$ cat src/rtl/intr_sched_pkg.sv
// Shared encodings for the interrupt scheduler: FSM states and source indices.
package intr_sched_pkg;

  typedef enum logic [1:0] {
    IDLE    = 2'd0,
    TAKE    = 2'd1,
    SERVICE = 2'd2
  } state_e;

  localparam int SRC_EXT = 0;
  localparam int SRC_TMR = 1;

endpackage

$ cat src/rtl/irq_edge_latch.sv
// One interrupt source: optional synchroniser, rising-edge detect, pending
// latch and a saturating counter of edges lost while already pending.
module irq_edge_latch #(
  parameter int SYNC_STAGES = 2,
  parameter int OVR_W       = 4,
  parameter bit SYNC_EN     = 1'b1
) (
  input  logic             clk_i,
  input  logic             rst_ni,
  input  logic             req_i,
  input  logic             clr_i,
  output logic             pending_o,
  output logic [OVR_W-1:0] ovr_o
);

  logic             req_s;
  logic             req_q;
  logic             edge_c;
  logic             lost_c;
  logic             pending_q, pending_d;
  logic [OVR_W-1:0] ovr_q, ovr_d;

  if (SYNC_EN) begin : g_sync
    logic [SYNC_STAGES-1:0] sync_q;
    always_ff @(posedge clk_i) begin
      if (!rst_ni) sync_q <= '0;
      else         sync_q <= {sync_q[SYNC_STAGES-2:0], req_i};
    end
    assign req_s = sync_q[SYNC_STAGES-1];
  end else begin : g_bypass
    assign req_s = req_i;
  end

  // A new edge beats a same-cycle clear; an edge hitting a bit that stays set is lost.
  always_comb begin
    edge_c    = req_s & ~req_q;
    lost_c    = edge_c & pending_q & ~clr_i;
    pending_d = (pending_q & ~clr_i) | edge_c;
    ovr_d     = ovr_q;
    if (lost_c && (ovr_q != {OVR_W{1'b1}})) ovr_d = ovr_q + OVR_W'(1);
  end

  always_ff @(posedge clk_i) begin
    if (!rst_ni) begin
      req_q     <= 1'b0;
      pending_q <= 1'b0;
      ovr_q     <= '0;
    end else begin
      req_q     <= req_s;
      pending_q <= pending_d;
      ovr_q     <= ovr_d;
    end
  end

  assign pending_o = pending_q;
  assign ovr_o     = ovr_q;

endmodule

$ cat src/rtl/intr_sched.sv
// Interrupt scheduler: latches ext/timer requests, arbitrates by fixed priority
// (ext first) and issues one-cycle vector strobes, blocking until reti.
module intr_sched
  import intr_sched_pkg::*;
#(
  parameter int SYNC_STAGES = 2,
  parameter int OVR_W       = 4
) (
  input  logic             clk,
  input  logic             reset,
  input  logic             irq_ext,
  input  logic             irq_timer,
  input  logic             ie_set,
  input  logic             ie_clr,
  input  logic [1:0]       mask,
  input  logic             reti,
  output logic             s_intr1,
  output logic             s_intr2,
  output logic             in_service,
  output logic             gie,
  output logic [1:0]       pending,
  output logic [OVR_W-1:0] ovr_ext,
  output logic [OVR_W-1:0] ovr_tmr
);

  state_e     state_q;
  logic       s_intr1_q, s_intr2_q, in_service_q;
  logic       gie_q, gie_d;
  logic [1:0] pend_c;
  logic [1:0] req_c;
  logic [1:0] clr_c;
  logic       take_c;
  logic       win_ext_c;

  irq_edge_latch #(
    .SYNC_STAGES (SYNC_STAGES),
    .OVR_W       (OVR_W),
    .SYNC_EN     (1'b1)
  ) u_ext (
    .clk_i     (clk),
    .rst_ni    (reset),
    .req_i     (irq_ext),
    .clr_i     (clr_c[SRC_EXT]),
    .pending_o (pend_c[SRC_EXT]),
    .ovr_o     (ovr_ext)
  );

  irq_edge_latch #(
    .SYNC_STAGES (SYNC_STAGES),
    .OVR_W       (OVR_W),
    .SYNC_EN     (1'b0)
  ) u_tmr (
    .clk_i     (clk),
    .rst_ni    (reset),
    .req_i     (irq_timer),
    .clr_i     (clr_c[SRC_TMR]),
    .pending_o (pend_c[SRC_TMR]),
    .ovr_o     (ovr_tmr)
  );

  // Arbitration: only from IDLE; the winner's pending bit clears on the take edge.
  always_comb begin
    req_c     = pend_c & mask;
    take_c    = (state_q == IDLE) && gie_q && (|req_c);
    win_ext_c = req_c[SRC_EXT];
    clr_c     = 2'b00;
    if (take_c) begin
      if (win_ext_c) clr_c[SRC_EXT] = 1'b1;
      else           clr_c[SRC_TMR] = 1'b1;
    end
  end

  always_comb begin
    gie_d = gie_q;
    if (ie_set) gie_d = 1'b1;
    if (ie_clr) gie_d = 1'b0;
  end

  always_ff @(posedge clk) begin
    if (!reset) gie_q <= 1'b0;
    else        gie_q <= gie_d;
  end

  // Strobe registers double as the registered winner, so they are glitch-free
  // and can never both be high.
  always_ff @(posedge clk) begin
    if (!reset) begin
      state_q      <= IDLE;
      s_intr1_q    <= 1'b0;
      s_intr2_q    <= 1'b0;
      in_service_q <= 1'b0;
    end else begin
      s_intr1_q <= 1'b0;
      s_intr2_q <= 1'b0;
      case (state_q)
        IDLE: begin
          if (take_c) begin
            state_q   <= TAKE;
            s_intr1_q <= win_ext_c;
            s_intr2_q <= ~win_ext_c;
          end
        end
        TAKE: begin
          state_q      <= SERVICE;
          in_service_q <= 1'b1;
        end
        SERVICE: begin
          if (reti) begin
            state_q      <= IDLE;
            in_service_q <= 1'b0;
          end
        end
        default: begin
          state_q      <= IDLE;
          in_service_q <= 1'b0;
        end
      endcase
    end
  end

  assign s_intr1    = s_intr1_q;
  assign s_intr2    = s_intr2_q;
  assign in_service = in_service_q;
  assign gie        = gie_q;
  assign pending    = pend_c;

endmodule

$ cat config.mk
export PLATFORM = sky130hd
export DESIGN_NAME = intr_sched
export DESIGN_NICKNAME = d
export VERILOG_FILES = /design/src/rtl/intr_sched_pkg.sv /design/src/rtl/irq_edge_latch.sv /design/src/rtl/intr_sched.sv
export SDC_FILE = /design/constraint.sdc
export NUM_CORES = 1
export LEC_CHECK = 0
export ABC_AREA = 1
export CAP_MARGIN = 40
export CORE_MARGIN = 2
export CORE_UTILIZATION = 50
export CTS_CLUSTER_SIZE = 12
export DETAILED_ROUTE_END_ITERATION = 10
export PLACE_DENSITY = 0.94
export SETUP_SLACK_MARGIN = 0.5
export SKIP_LAST_GASP = 1
export SLEW_MARGIN = 25
export SYNTH_ARGS = -nofsm -noshare
export SYNTH_HDL_FRONTEND = slang
export SYNTH_SLANG_ARGS = --single-unit
export TNS_END_PERCENT = 100
$ cat constraint.sdc
create_clock -name clk -period 1.6 [get_ports clk]
set_input_delay 0.16 -clock clk [delete_from_list [all_inputs] [get_ports clk]]
set_output_delay 0.16 -clock clk [all_outputs]
set_load 0.1 [all_outputs]
==> flow_summary.toml, run 1 <==
[finish]
drive_above_1_share_pct = 44.8
finalNetCount = 166
area_growth_from_synthesis_to_layout_pct = 73.5
fillers = 71
multi_input_area_um2 = 494
antenna_cells = 0
final-seq-area_um2 = 447

[timing]
tightestPinTransition_ps = 396
timing_max_transition_violations_final = 0
grt_setup_unrepaired = "true"
peak_clock_frequency_supported_by_timing_mhz = 834
post-route-min-period_ps = 1200
count_of_endpoints_failing_hold_in_the_final_timing_report = 0
finalSetupViolCount = 0
layout_worst_path_cycle_share_pct = 75.0
timing.max_slew.rel_slack_pct = 73.5
setup_tns_ps = 0
skew_ps = 1.25

[synth]
synth.top_cells.by_area = "dfxtp_1, nand2_1, inv_1, nor2_1, nand3_1"
syn-mean-instance-area_um2 = 7.36
synth_commonest_cells = "nand2_1, inv_1, dfxtp_1"
synth_cell_types = 20
synth_cells = 121
yosys_warnings = 0
synth.largest_area_cell = "dfxtp_1"
post_synth_instance_area_um2 = 891
synth_top_cell_area_share_pct = 44.9
postSynth.topFlopCell = "dfxtp_1"
ys_seq_area_share_pct = 44.9
synth-seq-cells = 20
synth_enable_flop_cells = 0
synth.net_count = 132
postSynth.asyncResetShare_pct = 0
post-synth-top-count-cell = "nand2_1"

[critical_path]
number_of_buffer_and_inverter_stages_on_the_critical_path = 1
timing.critical_path.to_type = "flip-flop"
maximum_fanout_count_along_the_critical_path = 3
setup.reg_to_reg.worst_slack_ps = 400
critical-path-slowest-cell = "dfxtp_4"
cell_mode_on_critical_path = "nand2_1"
worstPathCellList = "inv_4 > or3_1 > nand2_1 > nand2_1 > a21oi_1"
cp.depth = 5
worstSetupStartpoint = "state_q[1]"
critical_path_arrival_ps = 1450
crit_path_end = "in_service"
critical-path-top-delay-family = "simple AND/OR/NAND/NOR gates"
worst_ep_required_time_ps = 1850
setup_cp_type = "flip-flop to flip-flop"
crit_path_max_incr_delay_ps = 410
worst_r2r_startpoint = "state_q[1]"
critical_path.reg2reg.endpoint = "in_service"
reg2regPathDepth = 5
startpoint_type = "flip-flop"

[drt]
detail-route-antenna-nets = 0
vias_per_cell = 5.46
detail_route.wl_per_cell_um = 17.6
routed_wirelength_um = 3160
drtIter0Drc = 33
drt-pass1-iter-count = 4
route.detailed.drc = 0
num_vias = 977

[hold_path]
worstHoldPathType = "input port to flip-flop"

[grt]
grt_start_max_net_pins = 12
antenna_found_initial = 0
grt_pass1_wl_um = 3750
overflow_left_after_global_routing = 0
vias_in_the_first_global_route = 896
grtUsageTotal_pct = 25.8

[cts]
cts.root.buffer_cell = "clkbuf_4"
cts_max_level = 1
numClockSinks = 20
cts_max_path_buffers = 2
cts_inserted_buffers = 3
tritoncts_clock_tree = "yes"
holdBufCountCts = 0
clock_insertion_delay_worst_skew_ps = 320
clkSlewWorstSetupHoldPaths_ps = 120

[floorplan]
area_enclosed_by_the_die_boundary_um2 = 2140
ioPinCount = 23
floorplan.die.height_um = 46.2
floorplan.initialDensity_pct = 52.2
rows = 15
floorplan.die.width_um = 46.2
floorplan.core_area_um2 = 1710

[place]
gp_routability_congestion = 0.803
portBuffers = 22
place_hpwl_um = 1660

[pwr]
power.ir.vdd_worst_v = 0.000607
power_density_nw_per_um2 = 697
finalPower_mw = 1.08
static-leakage-power_nw = 0.657

[run]
cap_violations = 0

[status]
run_status = "completed"
==> flip-flops by register name (all words and copies together) (netlist names) <==
name,count
state_q,2
u_tmr.ovr_o,4
u_tmr.req_q,1
in_service,1
u_ext.g_sync.sync_q,2
gie,1
u_tmr.pending_o,1
s_intr2,1
u_ext.ovr_o,4
u_ext.pending_o,1
u_ext.req_q,1
s_intr1,1
==> tightest hold or removal path: cells and delay by family <==
kind | cells | cell delay [ps]
buf+inv | 2 | 420
simple gates | 1 | 60
==> report_power, final <==
part	internal (mW)	total, mW	switching [mW]	leakage, nW
clock	0.139	0.316	0.177	0.0210
sequential	0.501	0.522	0.0205	0.173
combinational	0.0954	0.240	0.144	0.463
==> cells in the final DEF, fill, tap and decap left out <==
cell type	Yosys	final
inv_2	0	1
o21ai_1	0	2
dfxtp_4	0	11
nand3_4	0	2
clkbuf_4	0	3
buf_4	2	10
nand4_1	4	4
ha_4	0	2
nand3_1	7	4
nor2_2	1	2
nor3_1	2	2
or3_1	1	1
nand2_2	1	5
nor2_1	15	11
a21oi_1	6	5
xor2_1	2	2
inv_1	22	20
nor2_4	0	3
clkinv_2	1	1
nand2_1	27	20
nand2_4	0	3
buf_12	0	14
inv_4	0	1
a211oi_1	1	1
nand3_2	2	3
dfxtp_1	20	5
clkdlybuf4s50_1	0	8
a21oi_2	0	1
nand4_4	1	1
dfxtp_2	0	4
buf_6	0	1
clkbuf_8	0	1
==> metrics by stage <==
stage / cell area [um2] / setup slack (ps) / util [%] / hold WS (ps) / std cells
after global placement: 1340 / 245 / 78.5 / 395 / 166
after floorplan: 958 / 368 / - / 229 / 121
after global routing: 1550 / 364 / 90.5 / 367 / 179
final: 1550 / 401 / 90.5 / 354 / 179
after detailed placement: 1340 / 185 / 78.5 / 412 / 166
after CTS: 1440 / 471 / 84.1 / 357 / 174
==> layer usage <==
metal	up-vias	GRT usage [%]	part of all wire, %
met1	457	24.9	37
met5	-	0	0
li1	447	-	-
met4	0	22.9	6.0
met2	56	45.3	52
met3	17	5.10	5.5
==> how the worst min path moves through the flow <==
| stage | start | endpoint | slack (ps) | cells past startpoint |
|---|---|---|---|---|
| 6_report | irq_ext | u_ext.g_sync.sync_q[0] | 350 | 3 |
| 4_1_cts | irq_ext | u_ext.g_sync.sync_q[0] | 360 | 3 |
| 3_3_place_gp | u_ext.g_sync.sync_q[0] | u_ext.g_sync.sync_q[1] | 400 | 2 |
| 5_1_grt | ie_clr | gie | 370 | 2 |
| 2_1_floorplan | ie_clr | gie | 230 | 1 |
| 3_5_place_dp | u_ext.g_sync.sync_q[0] | u_ext.g_sync.sync_q[1] | 410 | 2 |
==> cell type report <==
type | instances | area share [%]
multi-input combinational | 74 | 32.0
sequential | 20 | 28.9
timing repair buffer | 33 | 28.9
inverter | 23 | 5.83
clock buffer | 4 | 2.35
tap | 25 | 2.02
==> cell families (layout without fill, tap and decap cells) <==
logic type / after synthesis / after routing / share of synthesized area, %
XOR/XNOR: 2 / 2 / 1.97
AO/OA/AOI/OAI: 9 / 9 / 5.34
flip-flops: 20 / 20 / 44.9
AND/OR/NAND/NOR: 61 / 61 / 32.3
adder cells (fa/ha/maj): 2 / 2 / 2.81
buffers and inverters: 27 / 60 / 12.6
==> timing repair <==
item / in CTS / in global routing
setup endpoints to repair: 10 / 9
gates resized for setup: 12 / 21
setup buffers: 4 / 5
pin swaps: 0 / 12
No activity file was read; power rests on OpenSTA's default activity.
==> inputs of run 2 (changes only) <==
--- a/config.mk
+++ b/config.mk
@@ -8,10 +8,10 @@
 export ABC_AREA = 1
 export CAP_MARGIN = 40
 export CORE_MARGIN = 2
-export CORE_UTILIZATION = 50
+export CORE_UTILIZATION = 42
 export CTS_CLUSTER_SIZE = 12
 export DETAILED_ROUTE_END_ITERATION = 10
-export PLACE_DENSITY = 0.94
+export PLACE_DENSITY = 0.85
 export SETUP_SLACK_MARGIN = 0.5
 export SKIP_LAST_GASP = 1
 export SLEW_MARGIN = 25
==> constraint.sdc (replaced) <==
create_clock -name clk -period 1 [get_ports clk]
set_input_delay 0.1 -clock clk [delete_from_list [all_inputs] [get_ports clk]]
set_output_delay 0.1 -clock clk [all_outputs]
set_load 0.1 [all_outputs]
==> run 2 against run 1 <==
The flow now finishes with violations (negative setup slack). Sequential share of layout area decreased by 2.7 points. Total power increased by 54%. Global-route usage about the same. Count of clock-buffer cells in the layout decreased by 1. Register-to-register slack got worse by 530 ps. Combinational power increased by 80%. Via count increased by 3.3%. First-iteration DRC count decreased by 55%. Critical path type unchanged.
==> flow_summary.toml, run 2 (same netlist as run 1, synthesis figures left out) <==
[place]
placed_area_um2 = 1450
place_hpwl_um = 1580
portBuffers = 22
gp_routability_congestion = 0.760

[critical_path]
crit_path_end = "in_service"
worstSetupStartpoint = "state_q[1]"
critical_path_arrival_ps = 1380
setup.reg_to_reg.worst_slack_ps = -130
startpoint_type = "flip-flop"
critical_path.reg2reg.endpoint = "in_service"
worst_ep_required_time_ps = 1260
setup_cp_type = "flip-flop to flip-flop"
reg2regPathDepth = 5
timing.critical_path.to_type = "flip-flop"
worst_r2r_startpoint = "state_q[1]"
maximum_fanout_count_along_the_critical_path = 3

[run]
cap_violations = 0

[status]
violations = "negative setup slack"
run_status = "complete, but fails checks"

[floorplan]
floorplan.die.height_um = 50.1
floorplan.die.width_um = 50.1
ioPinCount = 23
floorplan.initialDensity_pct = 44.9
area_enclosed_by_the_die_boundary_um2 = 2510
rows = 16
floorplan.core_area_um2 = 1980

[timing]
grt_setup_unrepaired = "true"
setup_slack_ps = -127
post-route-min-period_ps = 1130
skew_ps = 5.30
timing_max_transition_violations_final = 0
tightestPinTransition_ps = 254
count_of_endpoints_failing_hold_in_the_final_timing_report = 0
final.hold.worst_slack_ps = 312
finalSetupViolCount = 24
peak_clock_frequency_supported_by_timing_mhz = 887
layout_worst_path_cycle_share_pct = 113
timing.max_slew.rel_slack_pct = 83.0

[grt]
grtUsageTotal_pct = 25.8
grt_start_max_net_pins = 12
grt_pass1_wl_um = 4640
vias_in_the_first_global_route = 999
overflow_left_after_global_routing = 0
antenna_found_initial = 0

[cts]
clkSlewWorstSetupHoldPaths_ps = 110
holdBufCountCts = 0
clock_insertion_delay_worst_skew_ps = 310
cts_inserted_buffers = 3
cts.root.buffer_cell = "clkbuf_4"
tritoncts_clock_tree = "yes"
cts_max_level = 1
cts_max_path_buffers = 2
numClockSinks = 20

[pwr]
power_density_nw_per_um2 = 947
power.ir.vdd_worst_v = 0.00108
static-leakage-power_nw = 0.743

[drt]
detail_route.wl_per_cell_um = 17.0
vias_per_cell = 5.17
routed_wirelength_um = 3310
drt-pass1-iter-count = 4
route.detailed.drc = 0
detail-route-antenna-nets = 0
num_vias = 1009
drtIter0Drc = 15

[finish]
layout.cells.most_common_list = "inv_1, nand2_1, dfxtp_4, buf_4, buf_12"
end_of_flow_core_utilization_pct = 88.3
drive_above_1_share_pct = 58.3
multi_input_area_um2 = 544
final_design_instance_area_without_fill_um2 = 1750
antenna_cells = 0
finalNetCount = 181
area_growth_from_synthesis_to_layout_pct = 96.3
fillers = 81
final-seq-area_um2 = 459

[hold_path]
worstHoldPathType = "input port to flip-flop"
[run 2: how the worst min path moves through the flow]
stage	startpoint	to	slack, ps	cells past startpoint
after CTS	irq_ext	u_ext.g_sync.sync_q[0]	310	3
after detailed placement	u_ext.g_sync.sync_q[0]	u_ext.g_sync.sync_q[1]	400	2
final	irq_ext	u_ext.g_sync.sync_q[0]	310	3
after floorplan	ie_clr	gie	170	1
after global placement	u_ext.g_sync.sync_q[0]	u_ext.g_sync.sync_q[1]	390	2
after global routing	ie_clr	gie	330	2
[run 2: where the power goes]
part,switching [mW],internal (mW)
Combinational,0.246,0.185
Clock,0.261,0.141
Sequential,0.0315,0.792
[run 2: critical path, stage by stage (launching register included)]
cell,delay (ps)
dfxtp_4,400
inv_4,50
or3_4,390
nand2_2,70
nand2_2,50
a21oi_2,110
[run 2: timing repair]
action | CTS | global route
setup buffers | 6 | 5
endpoints found under the setup margin | 34 | 34
endpoints found under the hold margin | 0 | 0
pin swaps | 13 | 13
gates resized for setup | 40 | 18
[run 2: stage by stage]
| stage | setup WS, ps | total power [mW] | std cells | TNS (ps) |
|---|---|---|---|---|
| floorplan | -232 | 1.05 | 121 | -1480 |
| global placement | -281 | 1.18 | 181 | -2410 |
| detailed placement | -293 | 1.19 | 181 | -2790 |
| CTS | -72.0 | 1.60 | 190 | -743 |
| global route | -180 | 1.71 | 195 | -2850 |
| finish | -127 | 1.66 | 195 | -1800 |
[run 2: cell type report]
| cell class | count | area share (%) |
|---|---|---|
| Clock buffer | 3 | 1.29 |
| Sequential cell | 20 | 26.3 |
| Timing Repair Buffer | 48 | 34.1 |
| Inverter | 23 | 5.29 |
| Tap cell | 27 | 1.93 |
| Multi-Input combinational cell | 74 | 31.1 |
[run 2: routing by layer]
layer,GRT usage [%],share of wire [%],vias to the layer above
li1,-,-,472
met1,27.0,39,488
met2,46.7,55,37
met3,6.67,4.1,12
met4,13.0,2.4,0
met5,0,0,-
